`src/rtl/game_pkg.sv`:
```
// rtl/game_pkg.sv - shared cell layout, command opcodes and FSM states for the game board
package game_pkg;

    // Cell word layout
    localparam int CNT_LSB      = 0;
    localparam int CNT_W        = 4;
    localparam int BIT_MINE     = 4;
    localparam int BIT_REVEALED = 5;
    localparam int BIT_FLAGGED  = 6;
    localparam int BIT_RSV      = 7;

    typedef enum logic [1:0] {
        OP_REVEAL      = 2'd0,
        OP_TOGGLE_FLAG = 2'd1,
        OP_SET_MINE    = 2'd2,
        OP_SET_COUNT   = 2'd3
    } cmd_op_e;

    typedef enum logic [2:0] {
        ST_CLEAR  = 3'd0,
        ST_IDLE   = 3'd1,
        ST_WB_ACK = 3'd2,
        ST_CMD_RD = 3'd3,
        ST_CMD_WR = 3'd4
    } state_e;

endpackage

```
`src/rtl/board_ram.sv`:
```
// rtl/board_ram.sv - single-port synchronous board storage, registered read
module board_ram #(
    parameter int ADDR_W = 8,
    parameter int DATA_W = 8
) (
    input  logic              clk,
    input  logic              en,
    input  logic              we,
    input  logic [ADDR_W-1:0] addr,
    input  logic [DATA_W-1:0] wdata,
    output logic [DATA_W-1:0] rdata
);

    logic [DATA_W-1:0] mem [0:(1<<ADDR_W)-1];

    // One access per cycle: a write, or a read whose data appears next cycle
    always_ff @(posedge clk) begin
        if (en) begin
            if (we) begin
                mem[addr] <= wdata;
            end else begin
                rdata <= mem[addr];
            end
        end
    end

endmodule

```
`src/rtl/game_board_mem.sv`:
```
// rtl/game_board_mem.sv - game board memory with wishbone port and command engine (optional BOARD_STATS_EN)
module game_board_mem
    import game_pkg::*;
#(
    parameter int ROWS_MAX = 16,
    parameter int COLS_MAX = 16,
    parameter int CELL_W   = 8
) (
    input  logic                                    clk,
    input  logic                                    rst_n,
    input  logic                                    wb_cyc,
    input  logic                                    wb_stb,
    input  logic                                    wb_we,
    input  logic [$clog2(ROWS_MAX*COLS_MAX)-1:0]    wb_adr,
    input  logic [CELL_W-1:0]                       wb_dat_m,
    output logic [CELL_W-1:0]                       wb_dat_s,
    output logic                                    wb_ack,
    input  logic                                    clear_req,
    output logic                                    busy,
    input  logic                                    cmd_valid,
    output logic                                    cmd_ready,
    input  logic [1:0]                              cmd_op,
    input  logic [$clog2(ROWS_MAX)-1:0]             cmd_row,
    input  logic [$clog2(COLS_MAX)-1:0]             cmd_col,
    input  logic [3:0]                              cmd_count
`ifdef BOARD_STATS_EN
    ,
    output logic [$clog2(ROWS_MAX*COLS_MAX):0]      revealed_cnt,
    output logic [$clog2(ROWS_MAX*COLS_MAX):0]      flag_cnt
`endif
);

    localparam int RW    = $clog2(ROWS_MAX);
    localparam int CW    = $clog2(COLS_MAX);
    localparam int AW    = RW + CW;
    localparam int DEPTH = ROWS_MAX * COLS_MAX;

    state_e              state, state_nxt;
    logic [AW-1:0]       clr_addr;
    cmd_op_e             op_q;
    logic [RW-1:0]       row_q;
    logic [CW-1:0]       col_q;
    logic [3:0]          count_q;

    logic                ram_en, ram_we;
    logic [AW-1:0]       ram_addr;
    logic [CELL_W-1:0]   ram_wdata, ram_rdata, new_cell;
    logic                wb_req;

    assign wb_req   = wb_cyc & wb_stb;
    assign busy     = (state == ST_CLEAR);
    // Read data is only presented during the acknowledge cycle
    assign wb_dat_s = wb_ack ? ram_rdata : '0;

    board_ram #(.ADDR_W(AW), .DATA_W(CELL_W)) u_ram (
        .clk   (clk),
        .en    (ram_en),
        .we    (ram_we),
        .addr  (ram_addr),
        .wdata (ram_wdata),
        .rdata (ram_rdata)
    );

    // State register
    always_ff @(posedge clk or negedge rst_n) begin
        if (!rst_n) state <= ST_CLEAR;
        else        state <= state_nxt;
    end

    // Wipe address walks the whole board; clear_req restarts it at zero
    always_ff @(posedge clk or negedge rst_n) begin
        if (!rst_n)                clr_addr <= '0;
        else if (clear_req)        clr_addr <= '0;
        else if (state == ST_CLEAR) clr_addr <= clr_addr + 1'b1;
    end

    // Capture the command when it is accepted
    always_ff @(posedge clk or negedge rst_n) begin
        if (!rst_n) begin
            op_q    <= OP_REVEAL;
            row_q   <= '0;
            col_q   <= '0;
            count_q <= '0;
        end else if (cmd_ready) begin
            op_q    <= cmd_op_e'(cmd_op);
            row_q   <= cmd_row;
            col_q   <= cmd_col;
            count_q <= cmd_count;
        end
    end

    // Read-modify-write result for the latched command
    always_comb begin
        new_cell = ram_rdata;
        case (op_q)
            OP_REVEAL:      if (!ram_rdata[BIT_FLAGGED])  new_cell[BIT_REVEALED] = 1'b1;
            OP_TOGGLE_FLAG: if (!ram_rdata[BIT_REVEALED]) new_cell[BIT_FLAGGED]  = ~ram_rdata[BIT_FLAGGED];
            OP_SET_MINE:    new_cell[BIT_MINE] = 1'b1;
            OP_SET_COUNT:   new_cell[CNT_LSB +: CNT_W] = count_q;
            default:        new_cell = ram_rdata;
        endcase
        new_cell[BIT_RSV] = 1'b0;
    end

    // Next state, RAM control and handshakes; clear_req overrides everything
    always_comb begin
        state_nxt = state;
        ram_en    = 1'b0;
        ram_we    = 1'b0;
        ram_addr  = clr_addr;
        ram_wdata = '0;
        cmd_ready = 1'b0;
        wb_ack    = 1'b0;
        case (state)
            ST_CLEAR: begin
                ram_en = 1'b1;
                ram_we = 1'b1;
                if (clr_addr == AW'(DEPTH - 1)) state_nxt = ST_IDLE;
            end
            ST_IDLE: begin
                if (wb_req) begin
                    ram_en    = 1'b1;
                    ram_we    = wb_we;
                    ram_addr  = wb_adr;
                    ram_wdata = wb_dat_m;
                    ram_wdata[BIT_RSV] = 1'b0;
                    state_nxt = ST_WB_ACK;
                end else if (cmd_valid) begin
                    cmd_ready = 1'b1;
                    state_nxt = ST_CMD_RD;
                end
            end
            ST_WB_ACK: begin
                wb_ack    = 1'b1;
                state_nxt = ST_IDLE;
            end
            ST_CMD_RD: begin
                ram_en    = 1'b1;
                ram_addr  = {row_q, col_q};
                state_nxt = ST_CMD_WR;
            end
            ST_CMD_WR: begin
                ram_en    = 1'b1;
                ram_we    = 1'b1;
                ram_addr  = {row_q, col_q};
                ram_wdata = new_cell;
                state_nxt = ST_IDLE;
            end
            default: state_nxt = ST_CLEAR;
        endcase
        if (clear_req) begin
            state_nxt = ST_CLEAR;
            ram_en    = 1'b0;
            ram_we    = 1'b0;
            cmd_ready = 1'b0;
            wb_ack    = 1'b0;
        end
    end

`ifdef BOARD_STATS_EN
    // Count first reveals of non-mine cells and net flag changes made by commands
    always_ff @(posedge clk or negedge rst_n) begin
        if (!rst_n) begin
            revealed_cnt <= '0;
            flag_cnt     <= '0;
        end else if (clear_req) begin
            revealed_cnt <= '0;
            flag_cnt     <= '0;
        end else if (state == ST_CMD_WR) begin
            if (op_q == OP_REVEAL && !ram_rdata[BIT_FLAGGED] &&
                !ram_rdata[BIT_REVEALED] && !ram_rdata[BIT_MINE])
                revealed_cnt <= revealed_cnt + 1'b1;
            if (op_q == OP_TOGGLE_FLAG && !ram_rdata[BIT_REVEALED]) begin
                if (ram_rdata[BIT_FLAGGED]) flag_cnt <= flag_cnt - 1'b1;
                else                        flag_cnt <= flag_cnt + 1'b1;
            end
        end
    end
`endif

endmodule
```
`config.mk`:
```
export PLATFORM = sky130hd
export DESIGN_NAME = game_board_mem
export DESIGN_NICKNAME = d
export VERILOG_FILES = /design/src/rtl/game_pkg.sv /design/src/rtl/board_ram.sv /design/src/rtl/game_board_mem.sv
export SDC_FILE = /design/constraint.sdc
export NUM_CORES = 2
export LEC_CHECK = 0
export BUFFER_PORTS_ARGS = -buffer_cell sky130_fd_sc_hd__buf_2
export CORE_MARGIN = 2
export CORE_UTILIZATION = 60
export CTS_CLUSTER_DIAMETER = 100
export DETAILED_ROUTE_END_ITERATION = 12
export PLACE_DENSITY = 0.76
export SLEW_MARGIN = 10
export SYNTH_ARGS = -nofsm -noshare
export SYNTH_HDL_FRONTEND = slang
export SYNTH_SLANG_ARGS = --single-unit
```
`constraint.sdc`:
```
create_clock -name clk -period 15.75 [get_ports clk]
set_input_delay 1.575 -clock clk [delete_from_list [all_inputs] [get_ports clk]]
set_output_delay 1.575 -clock clk [all_outputs]
set_load 0.1 [all_outputs]
```
==> results by group <==
Status
  • Status: finished with violations
  • Failing checks: max-slew violations

Floorplanning
  • Die height: 349 um
  • Die X: approximately 350 um
  • Full die area: 122000 um^2
  • Core footprint: 118000 um^2
  • # IOs: 48
  • Number of cell rows: approximately 130
  • Starting density of the core: 0.604

Timing
  • Worst Clk Skew: around 23 ps
  • Unrepaired setup endpoints after global routing: false
  • Final TNS setup: 0 ps
  • Final worst-path cycle share: 0.426
  • # setup viols final: 0
  • Final Hold Viols: 0
  • Crit path time final: 6710 ps
  • Fmax: 149 MHz
  • Final slew viol count: 67
  • Worst Tran Pin Value: 1520 ps
  • Worst slew margin relative to its limit: -0.0160

Detailed routing
  • DR vias: 36994
  • DR WL/cell: between 30 and 40 um
  • Detail Route Antenna Nets: 0
  • Initial DRC Count: 5261
  • Final wirelength: 171000 um
  • Vias/cell: around 6.7
  • Pre-antenna DRT Iters: 6
  • DRC viols: 0

Flow run
  • MaxCap Viol Count: 0

Worst setup path
  • Critical path's slowest cell: a2111oi_1
  • Most used cell, CP: buf_12
  • Critical path class: register to register
  • Worst EP required: 16210 ps
  • CP max stage delay: 1260 ps
  • Critical path peak fanout: 108
  • Worst Setup Start Kind: register
  • RR Startpoint: state[0]
  • Crit end category: register
  • Worst Setup SP: state[0]
  • Critical-path cell list: nor2b_2, a21o_1, a221oi_4, buf_12, buf_12, buf_4, mux2i_1, o22ai_1, nor4_1, o21ai_0, a2111oi_1, a311oi_1
  • Data arrival time of the worst path: approximately 7000 ps

Pwr
  • Sw frac: 0.210
  • Pint: 7.62 mW
  • Leak: 23.0 nW
  • Peak VDD IR: around 0.13 mV
  • Sw power: a little over 2 mW
  • Reg power frac: 0.546
  • Comb power frac: 0.043
  • Pwr dens: 123 nW/um^2
  • Clk pwr share: 0.411

Clocking
  • Clk_lat worst skew: a little under 800 ps
  • Inserted Clock Buffers: 175
  • Max Buffers Root-to-Sink: 3
  • Clock-pin slew on the worst setup and hold paths: 70 ps
  • H-tree depth: 4
  • Clock sinks: 1824
  • Post-CTS setup buffer count: 0
  • Cts repair resizes: 0
  • CTS tree: done
  • Root Buffer: clkbuf_16
  • Hold_buf cts: 0

Global routing
  • Initial antenna violation count: 4
  • First-pass GRT wire length: around 250000 um
  • Total global routing track utilization: 0.283
  • GRT overflow: 0
  • Vias in the first global route: around 37000
  • Largest net degree at the start of global routing: 257

Synth
  • Syn Inst Count: 3739
  • Synth Cell Area: slightly above 70000 um^2
  • Post-synthesis sequential area ratio: 0.767
  • Top cell type's share of synthesized area: 0.758
  • Top FF cell, synth: edfxtp_1
  • Post-synth ARST share: 0.0137
  • Leading area contributor after synthesis: edfxtp_1
  • Syn Nets: approximately 3800
  • Seq cells post-synth: roughly 1800
  • Synthesized area per cell: 19.1 um^2
  • Top cells by area, synth: edfxtp_1 76%, mux4_2 9.8%, mux2i_1 2.9%
  • Synth unique cells: 64
  • Yosys warnings: 0
  • Post-synth EDFFs: 1799

Layout
  • Fin nets: 3838
  • Layout Area Growth over Synthesis: 9.80%
  • Layout cells sized above 1: 0.181
  • Finished Cell Area: 78200 um^2

Placement
  • Dpl hpwl: 96500 um
  • GP Congestion: 0.869
  • Dpl cell area: 72800 um^2
  • Input/output buffers: 45

Worst hold path
  • HP Start: count_q[0]
  • Worst Hold Class: register to register
metrics by stage:
step / cells / power (mW) / utilization / hold slack [ps] / worst slack, ps
after floorplan: 3739 / 5.66 / - / 445 / 2850
after global routing: 5478 / 9.87 / 0.663 / 522 / 8760
after detailed placement: 5157 / 5.78 / 0.618 / 468 / 8420
final: 5481 / 9.64 / 0.663 / 478 / 9040
after global placement: 5157 / 5.78 / 0.618 / 464 / 8460
after CTS: 5477 / 9.66 / 0.663 / 482 / 9150
cell families (layout without fill, tap and decap cells):
logic type | count (synthesis) | in the layout | share of synthesized area
XOR/XNOR | 6 | 6 | 0.000738
buffers and inverters | 250 | 453 | 0.0194
AND/OR/NAND/NOR | 693 | 693 | 0.0413
adder cells (fa/ha/maj) | 2 | 2 | 0.000351
other | 1 | 4 | 0.0000526
flip-flops | 1824 | 1824 | 0.767
AO/OA/AOI/OAI | 445 | 445 | 0.0440
multiplexers | 518 | 518 | 0.127
synth_stat cells, drive strengths merged (10+ instances only):
cell	instances
edfxtp	1799
nand2	311
mux4	309
nor2	285
mux2i	208
buf	151
a21oi	101
o22ai	87
a22oi	80
clkbuf	77
dfrtp	25
nand4	25
o21ai	24
inv	22
a2111oi	20
a221o	19
a221oi	17
a31oi	15
nor3	14
nand3	13
o221ai	13
a41oi	12
o21a	12
and2	10
nor4	10
o41ai	10
worst paths after layout:
check	end	slack, ps	cells past startpoint
worst min register to register	count_q[0]	480	2
worst max-delay path	u_ram.rdata[5]	9040	12
min in group asynchronous	clr_addr[0]	890	1
worst min-delay path	count_q[0]	480	2
worst max register to register	u_ram.rdata[5]	9040	12
max in group asynchronous	count_q[0]	14310	1
registers in the layout, summed over array words and instances, names as in the netlist:
register and flops:
clr_addr 8, col_q 4, count_q 4, op_q 2, row_q 4, state 3
u_ram.mem 1792, u_ram.rdata 7
metal layers:
layer  routed length (um)  global-route usage  vias up  part of all wire
met4                 6770               0.114        2             0.040
li1                     -                   -    15313                 -
met1                63900               0.398    19076              0.37
met2                80400               0.433     2253              0.47
met3                19400              0.0686      350              0.11
met5                   18                   0        -           0.00011
critical path, delay by kind of cell, from the launching register on:
| family | cells | cell delay [ps] |
|---|---|---|
| AO/OA/AOI/OAI | 6 | 2520 |
| buffers and inverters | 3 | 2090 |
| flip-flops | 1 | 530 |
| multiplexers | 1 | 390 |
| AND/OR/NAND/NOR | 2 | 540 |
area by class of cell:
cell class,instances,area (um^2)
clock buffers,210,4600
well taps,1536,1920
flip-flops and latches,1824,54600
inverters,22,82.6
diodes,3,7.51
fillers,7458,39700
clock inverters,110,777
multi-input cells,1665,15400
repair buffers,111,793
power by group through the flow:
| stage | Clock, mW | Combinational, mW | Sequential [mW] |
|---|---|---|---|
| after floorplan | 0 | 0.298 | 5.36 |
| after CTS | 3.98 | 0.417 | 5.27 |
| after global routing | 4.17 | 0.439 | 5.26 |
| after global placement | 0 | 0.409 | 5.37 |
| after detailed placement | 0 | 0.414 | 5.37 |
| final | 3.96 | 0.419 | 5.27 |
cells in the final DEF (no fill, tap or decap), drive strengths merged, types with 10 or more instances in the layout:
| cell type | synthesis | layout |
|---|---|---|
| nor3 | 14 | 14 |
| mux2i | 208 | 208 |
| inv | 22 | 30 |
| o41ai | 10 | 10 |
| and2 | 10 | 10 |
| a21oi | 101 | 101 |
| clkinv | 0 | 92 |
| nand2 | 311 | 311 |
| nor2 | 285 | 285 |
| a22oi | 80 | 80 |
| a221oi | 17 | 17 |
| nor4 | 10 | 10 |
| o22ai | 87 | 87 |
| nand4 | 25 | 25 |
| o21ai | 24 | 24 |
| dfrtp | 25 | 25 |
| buf | 151 | 110 |
| o221ai | 13 | 13 |
| edfxtp | 1799 | 1799 |
| o21a | 12 | 12 |
| a2111oi | 20 | 20 |
| a221o | 19 | 19 |
| nand3 | 13 | 13 |
| clkbuf | 77 | 211 |
| a41oi | 12 | 12 |
| mux4 | 309 | 309 |
| a31oi | 15 | 15 |
Note: power is estimated with default switching activity, not from simulation.
